==> config.mk <==
export PLATFORM = sky130hd
export DESIGN_NAME = mul_ctrl_flat
export DESIGN_NICKNAME = d
export VERILOG_FILES = /design/src/rtl/mul_ctrl_if.sv /design/src/rtl/mul_ctrl.sv /design/src/flat_wrapper.sv
export SDC_FILE = /design/constraint.sdc
export NUM_CORES = 2
export LEC_CHECK = 0
export CAP_MARGIN = 20
export CORE_MARGIN = 4
export CORE_UTILIZATION = 31
export DETAILED_ROUTE_END_ITERATION = 16
export GPL_ROUTABILITY_DRIVEN = 0
export PLACE_DENSITY = 0.58
export SLEW_MARGIN = 10
export SYNTH_ARGS = -nofsm -noshare
export SYNTH_HDL_FRONTEND = slang
export SYNTH_SLANG_ARGS = --single-unit
==> constraint.sdc <==
create_clock -name clk -period 9.7 [get_ports clk]
set_input_delay 1.94 -clock clk [delete_from_list [all_inputs] [get_ports clk]]
set_output_delay 1.94 -clock clk [all_outputs]
set_load 0.1 [all_outputs]
==> src/rtl/mul_ctrl_if.sv <==
// ---------------------------------------------------------------------------
// mul_ctrl_if -- EX-stage <-> multiplier control bundle.
//
// Handshake semantics (the only place they are written down):
//   The EX stage (master) raises mul_valid with mul_signed/mul_op1/mul_op2
//   while a multiply sits in EX. The multiplier (slave) takes the request on
//   the first rising edge where it is idle, mul_valid=1 and flush=0. It then
//   raises mul_busy while computing. When mul_ready=1, mul_result holds the
//   128-bit product for the instruction in EX. The result stays presented
//   until the first edge with ex_stall=0, which is when the instruction leaves
//   EX. flush=1 kills the instruction in EX on the next edge; a killed
//   instruction never sees mul_ready.
//
// Signals:
//   mul_valid   master->slave  multiply instruction present in EX
//   mul_signed  master->slave  1 = both operands signed
//   mul_op1     master->slave  64-bit multiplicand
//   mul_op2     master->slave  64-bit multiplier
//   ex_stall    master->slave  EX held by another source
//   flush       master->slave  kill the instruction in EX
//   mul_ready   slave->master  mul_result valid for the instruction in EX
//   mul_result  slave->master  full 128-bit product
//   mul_busy    slave->master  multiplier is iterating
// ---------------------------------------------------------------------------
interface mul_ctrl_if;
  logic         mul_valid;
  logic         mul_signed;
  logic [63:0]  mul_op1;
  logic [63:0]  mul_op2;
  logic         ex_stall;
  logic         flush;
  logic         mul_ready;
  logic [127:0] mul_result;
  logic         mul_busy;

  modport master (
    output mul_valid, mul_signed, mul_op1, mul_op2, ex_stall, flush,
    input  mul_ready, mul_result, mul_busy
  );

  modport slave (
    input  mul_valid, mul_signed, mul_op1, mul_op2, ex_stall, flush,
    output mul_ready, mul_result, mul_busy
  );
endinterface

==> src/rtl/mul_ctrl.sv <==
// ---------------------------------------------------------------------------
// mul_ctrl -- iterative 64x64 -> 128 radix-2 shift-add multiplier for EX.
//
// Operands are converted to magnitudes on accept, multiplied unsigned in
// BUSY (one multiplier bit per edge), and the product is sign-corrected when
// it is loaded into the result register on entry to DONE.
//
// Ports:
//   clk          system clock, rising-edge active
//   rst          asynchronous active-low reset
//   bus          mul_ctrl_if.slave handshake/data bundle
//   o_dbg_state  current FSM state (0 IDLE, 1 BUSY, 2 DONE)
//
// Configuration macro:
//   MUL_EARLY_EXIT_EN  when defined, BUSY also ends as soon as the shifted
//                      multiplier runs out of set bits; when undefined every
//                      multiply takes exactly 64 BUSY edges.
// ---------------------------------------------------------------------------
module mul_ctrl (
  input  logic        clk,
  input  logic        rst,
  mul_ctrl_if.slave   bus,
  output logic [1:0]  o_dbg_state
);

  typedef enum logic [1:0] {
    S_IDLE = 2'd0,
    S_BUSY = 2'd1,
    S_DONE = 2'd2
  } state_t;

  state_t       r_state;
  state_t       w_state_next;

  logic [127:0] r_mcand;
  logic [63:0]  r_mplier;
  logic [127:0] r_acc;
  logic [5:0]   r_cnt;
  logic         r_sign;
  logic [127:0] r_result;

  logic         w_accept;
  logic         w_last;
  logic [63:0]  w_mag1;
  logic [63:0]  w_mag2;
  logic [63:0]  w_mplier_shr;
  logic [127:0] w_acc_add;
  logic [127:0] w_product;

  assign w_accept = (r_state == S_IDLE) && bus.mul_valid && !bus.flush;

  // -2^63 negates to itself, which read as unsigned is the magnitude 2^63.
  assign w_mag1 = (bus.mul_signed && bus.mul_op1[63]) ? (~bus.mul_op1 + 64'd1) : bus.mul_op1;
  assign w_mag2 = (bus.mul_signed && bus.mul_op2[63]) ? (~bus.mul_op2 + 64'd1) : bus.mul_op2;

  assign w_acc_add    = r_mplier[0] ? (r_acc + r_mcand) : r_acc;
  assign w_mplier_shr = {1'b0, r_mplier[63:1]};

  // w_last marks the edge that completes the final iteration.
`ifdef MUL_EARLY_EXIT_EN
  assign w_last = (r_cnt == 6'd63) || (w_mplier_shr == 64'd0);
`else
  assign w_last = (r_cnt == 6'd63);
`endif

  // Product including this edge's add, sign-corrected for the result load.
  assign w_product = r_sign ? (~w_acc_add + 128'd1) : w_acc_add;

  // ---------------------------------------------------------------- FSM
  always_ff @(posedge clk or negedge rst) begin
    if (!rst) begin
      r_state <= S_IDLE;
    end else begin
      r_state <= w_state_next;
    end
  end

  always_comb begin
    w_state_next = r_state;
    case (r_state)
      S_IDLE: begin
        if (w_accept) w_state_next = S_BUSY;
      end
      S_BUSY: begin
        if (bus.flush)   w_state_next = S_IDLE;
        else if (w_last) w_state_next = S_DONE;
      end
      S_DONE: begin
        // The instruction leaves EX on the first unstalled edge; a new
        // request is only looked at once back in IDLE.
        if (bus.flush || !bus.ex_stall) w_state_next = S_IDLE;
      end
      default: w_state_next = S_IDLE;
    endcase
  end

  // ----------------------------------------------------------- datapath
  always_ff @(posedge clk or negedge rst) begin
    if (!rst) begin
      r_mcand  <= '0;
      r_mplier <= '0;
      r_acc    <= '0;
      r_cnt    <= '0;
      r_sign   <= 1'b0;
      r_result <= '0;
    end else if (w_accept) begin
      r_mcand  <= {64'd0, w_mag1};
      r_mplier <= w_mag2;
      r_acc    <= '0;
      r_cnt    <= '0;
      r_sign   <= bus.mul_signed & (bus.mul_op1[63] ^ bus.mul_op2[63]);
    end else if ((r_state == S_BUSY) && !bus.flush) begin
      r_acc    <= w_acc_add;
      r_mcand  <= {r_mcand[126:0], 1'b0};
      r_mplier <= w_mplier_shr;
      r_cnt    <= r_cnt + 6'd1;
      if (w_last) r_result <= w_product;
    end
  end

  assign bus.mul_ready  = (r_state == S_DONE);
  assign bus.mul_busy   = (r_state == S_BUSY);
  assign bus.mul_result = r_result;
  assign o_dbg_state    = r_state;

endmodule

==> src/flat_wrapper.sv <==
// flat-port wrapper written by rule: the top's interface ports become plain ports
module mul_ctrl_flat 
  (clk, rst, o_dbg_state, bus_mul_valid, bus_mul_signed, bus_mul_op1, bus_mul_op2, bus_ex_stall, bus_flush, bus_mul_ready, bus_mul_result, bus_mul_busy);
  mul_ctrl_if bus_i ();
  input  logic clk;
  input  logic rst;
  output logic [1:0] o_dbg_state;
  input wire logic [$bits(bus_i.mul_valid)-1:0] bus_mul_valid;
  input wire logic [$bits(bus_i.mul_signed)-1:0] bus_mul_signed;
  input wire logic [$bits(bus_i.mul_op1)-1:0] bus_mul_op1;
  input wire logic [$bits(bus_i.mul_op2)-1:0] bus_mul_op2;
  input wire logic [$bits(bus_i.ex_stall)-1:0] bus_ex_stall;
  input wire logic [$bits(bus_i.flush)-1:0] bus_flush;
  output wire logic [$bits(bus_i.mul_ready)-1:0] bus_mul_ready;
  output wire logic [$bits(bus_i.mul_result)-1:0] bus_mul_result;
  output wire logic [$bits(bus_i.mul_busy)-1:0] bus_mul_busy;
  assign bus_i.mul_valid = bus_mul_valid;
  assign bus_i.mul_signed = bus_mul_signed;
  assign bus_i.mul_op1 = bus_mul_op1;
  assign bus_i.mul_op2 = bus_mul_op2;
  assign bus_i.ex_stall = bus_ex_stall;
  assign bus_i.flush = bus_flush;
  assign bus_mul_ready = bus_i.mul_ready;
  assign bus_mul_result = bus_i.mul_result;
  assign bus_mul_busy = bus_i.mul_busy;
  mul_ctrl u_core (.clk(clk), .rst(rst), .bus(bus_i), .o_dbg_state(o_dbg_state));
endmodule
==> flow_metrics.py <==
metrics = {
    "timing": {
        "fin_crit_sh_pct": 67.1,
        "finalClockSkew_ns": 0.0451,
        "slew_headroom_pct": 22.4,
        "fmax_mhz": 154,
        "worst_pin_slew_ns": 1.16,
        "final_hold_viol_count": 0,
        "fin_setup_tns_ns": 0,
        "period_minus_slack_ns": 6.51,
        "drv_slew": 0,
        "rsz0062_at_grt": "no",
        "setup_viol": 0,
    },
    "die": {
        "die_area_um2": 127000,
        "ios": 266,
        "core_area_um2": 120000,
        "die_height_um": 356,
        "initial_core_util_pct": 31.2,
        "die_w_um": 356,
        "row_count": 127,
    },
    "cts": {
        "cts_buffers": 57,
        "clkLatencyLatePin_ns": 0.67,
        "cts_buffer_depth": 3,
        "tritoncts": "done",
        "clock_sinks": 457,
        "clk_pin_slew_ns": 0.06,
        "htreeDepth": 2,
        "post_cts_buffers": 0,
        "cts_hold_buf": 0,
        "clockRootBuffer": "clkbuf_16",
        "ctsResizeCount": 0,
    },
    "global_route": {
        "grt_pass1_vias": 36500,
        "grt_usage_pct": 23.4,
        "grt_max_degree": 212,
        "antenna_found_initial": 9,
        "grt_overflow": 0,
        "grt_pass1_wl_um": 230000,
    },
    "worst_hold_path": {
        "holdCritPathClass": "flop to flop",
    },
    "pwr": {
        "powerDensity_nw_per_um2": 227,
        "ir_worst_vdd_uv": 137,
        "p_leak_nw": 17.1,
    },
    "finish": {
        "syn_to_final_growth_pct": 15.3,
        "final_common_cell": "nand2_1",
        "fin_nets": 5285,
        "utilization_pct": 36.0,
        "final_cell_mix": "nand2_1 (946), dfrtp_1 (455), nor2_1 (434)",
        "drive_above_1_share_pct": 5.37,
        "fillCellCount": 12500,
    },
    "critical_path": {
        "crit_arrival_ns": 7.03,
        "endpoint_kind": "flop",
        "start_kind": "flop",
        "crit_chain": "ha_1 -> nand2_1 -> o21a_1 -> a211oi_1 -> o21ai_1 -> a31oi_1 -> o21ai_1 -> xor2_1 -> a41oi_1 -> or4b_1 -> nor3_2 -> nand2_1 -> o21ai_0 -> xnor2_1 -> o21ai_0",
        "cpPeakStageDelay_ns": 0.84,
        "critPathMaxFanout": 10,
        "path_class": "flop to flop",
        "crit_slowest_cell": "a31oi_1",
        "crit_family": "compound AO/OA/AOI/OAI gates",
        "path_buf_inv": 0,
        "cp.required_ns": 10.21,
    },
    "route": {
        "drt_first_pass_iters": 10,
        "routedWlPerCell_um": 23.1,
        "drcViolationCount": 0,
        "routed_wl_um": 154000,
        "drt_iter0_markers": 5082,
        "post_drt_via_cell_ratio": 5.94,
        "dr_total_vias": 39700,
        "drtAntennaViolNets": 0,
    },
    "synth": {
        "syn_avg_cell_area_um2": 7.55,
        "synth_edf_count": 0,
        "netlist_top_cells_area": "dfrtp_1 (31%), nand2_1 (9.5%), o21ai_0 (5.4%)",
        "postSynthCellCount": 4965,
        "syn_area_um2": 37500,
        "synth_ff_type": "dfrtp_1",
        "synth.yosys.seq_area_share_pct": 30.5,
        "synth-seq-cells": 457,
        "yosysTopAreaCellShare_pct": 30.5,
        "synth-async-reset-ratio_pct": 100,
        "yosysUniqueCellTypes": 116,
        "synth_nets": 5231,
        "ys_warn_count": 0,
        "yosysTopAreaCell": "dfrtp_1",
    },
    "place": {
        "hpwlAfterDp_um": 119000,
        "portBuffers": 265,
    },
    "run": {
        "cap_viol_max_count": 0,
    },
    "run_status": {
        "outcome": "finished clean",
    },
}
-- synth_stat cells (107+ instances only) --
| master | n |
|---|---|
| clkbuf_1 | 234 |
| ha_1 | 131 |
| xor2_1 | 107 |
| dfrtp_1 | 457 |
| xnor2_1 | 180 |
| nand2_1 | 947 |
| a31oi_1 | 183 |
| nor3_1 | 131 |
| nor2_1 | 435 |
| nand4_1 | 126 |
| o21ai_0 | 404 |
| a21oi_1 | 351 |
-- kinds of logic after synthesis --
group | count (synthesis) | share of synthesized area (%)
buffers and inverters | 382 | 4.14
AOI/OAI and AO/OA | 1539 | 26.4
xor gates and xnor gates | 287 | 6.71
adders and majority gates | 132 | 4.43
and+or+nand+nor | 2126 | 26.6
DFF | 457 | 30.5
muxes | 42 | 1.17
-- power breakdown --
part / switching [mW] / internal [mW] / leakage (nW)
combinational: 3.42 / 1.62 / 10.1
sequential: 0.397 / 2.18 / 6.03
clock: 0.919 / 1.27 / 0.919
total: 4.74 / 5.06 / 17.1
-- path summary, 6_finish.rpt --
path / startpoint / to / slack (ns) / depth (start not counted)
setup / recovery: u_core.r_acc[12] / u_core.bus.mul_result[92] / 3.19 / 15
hold / removal: u_core.bus.mul_result[38] / u_core.bus.mul_result[38] / 0.47 / 2
setup reg to reg: u_core.r_acc[12] / u_core.bus.mul_result[92] / 3.19 / 15
hold reg to reg: u_core.bus.mul_result[38] / u_core.bus.mul_result[38] / 0.47 / 2
max in group asynchronous: rst / u_core.bus.mul_result[59] / 6.36 / 3
min in group asynchronous: rst / u_core.r_cnt[0] / 1.27 / 1
-- metrics by stage --
stage | std cells | cell area (um2) | hold WS, ns | power, mW | worst slack [ns]
floorplan | 4965 | 37500 | 0.450 | 5.85 | 4.72
global placement | 6569 | 41300 | 0.461 | 7.35 | 3.45
detailed placement | 6571 | 41300 | 0.469 | 7.40 | 3.47
CTS | 6673 | 43200 | 0.483 | 9.63 | 3.54
global route | 6678 | 43200 | 0.504 | 10.3 | 3.08
finish | 6680 | 43200 | 0.474 | 9.80 | 3.19
-- cell type report --
type                       instances  area [um2]  area share (%)
antenna                            6        15.0          0.0347
clock buffer                      76        1610            3.72
clock inverter                    26         287           0.663
inverter                          64         243           0.562
multi-input combinational       4126       24500            56.8
sequential                       457       11400            26.5
tap                             1612        2020            4.67
timing repair buffer             313        3070            7.11
-- worst reg2reg max path, stage by stage, from the launching register on --
cell and delay (ns):
dfrtp_1 0.43, ha_1 0.55, nand2_1 0.17, o21a_1 0.25, a211oi_1 0.79, o21ai_1 0.26, a31oi_1 0.84, o21ai_1 0.20
xor2_1 0.41, a41oi_1 0.23, or4b_1 0.66, nor3_2 0.43, nand2_1 0.38, o21ai_0 0.38, xnor2_1 0.27, o21ai_0 0.13
-- per-layer routing --
| metal | routed length [um] | GRT usage [%] | part of all wire [%] |
|---|---|---|---|
| met1 | 67100 | 33.5 | 44 |
| met5 | 34 | 0 | 0.022 |
| met4 | 7190 | 9.65 | 4.7 |
| met2 | 62800 | 33.8 | 41 |
| met3 | 16900 | 5.29 | 11 |
-- registers in the layout, summed over array words and instances, names as in the netlist --
register and cells:
u_core.r_acc 128, u_core.bus.mul_result 128, u_core.r_sign 1, u_core.r_cnt 6, u_core.r_mplier 64, u_core.r_mcand 128
u_core.o_dbg_state 2
Power figures use the tool's default switching activity.
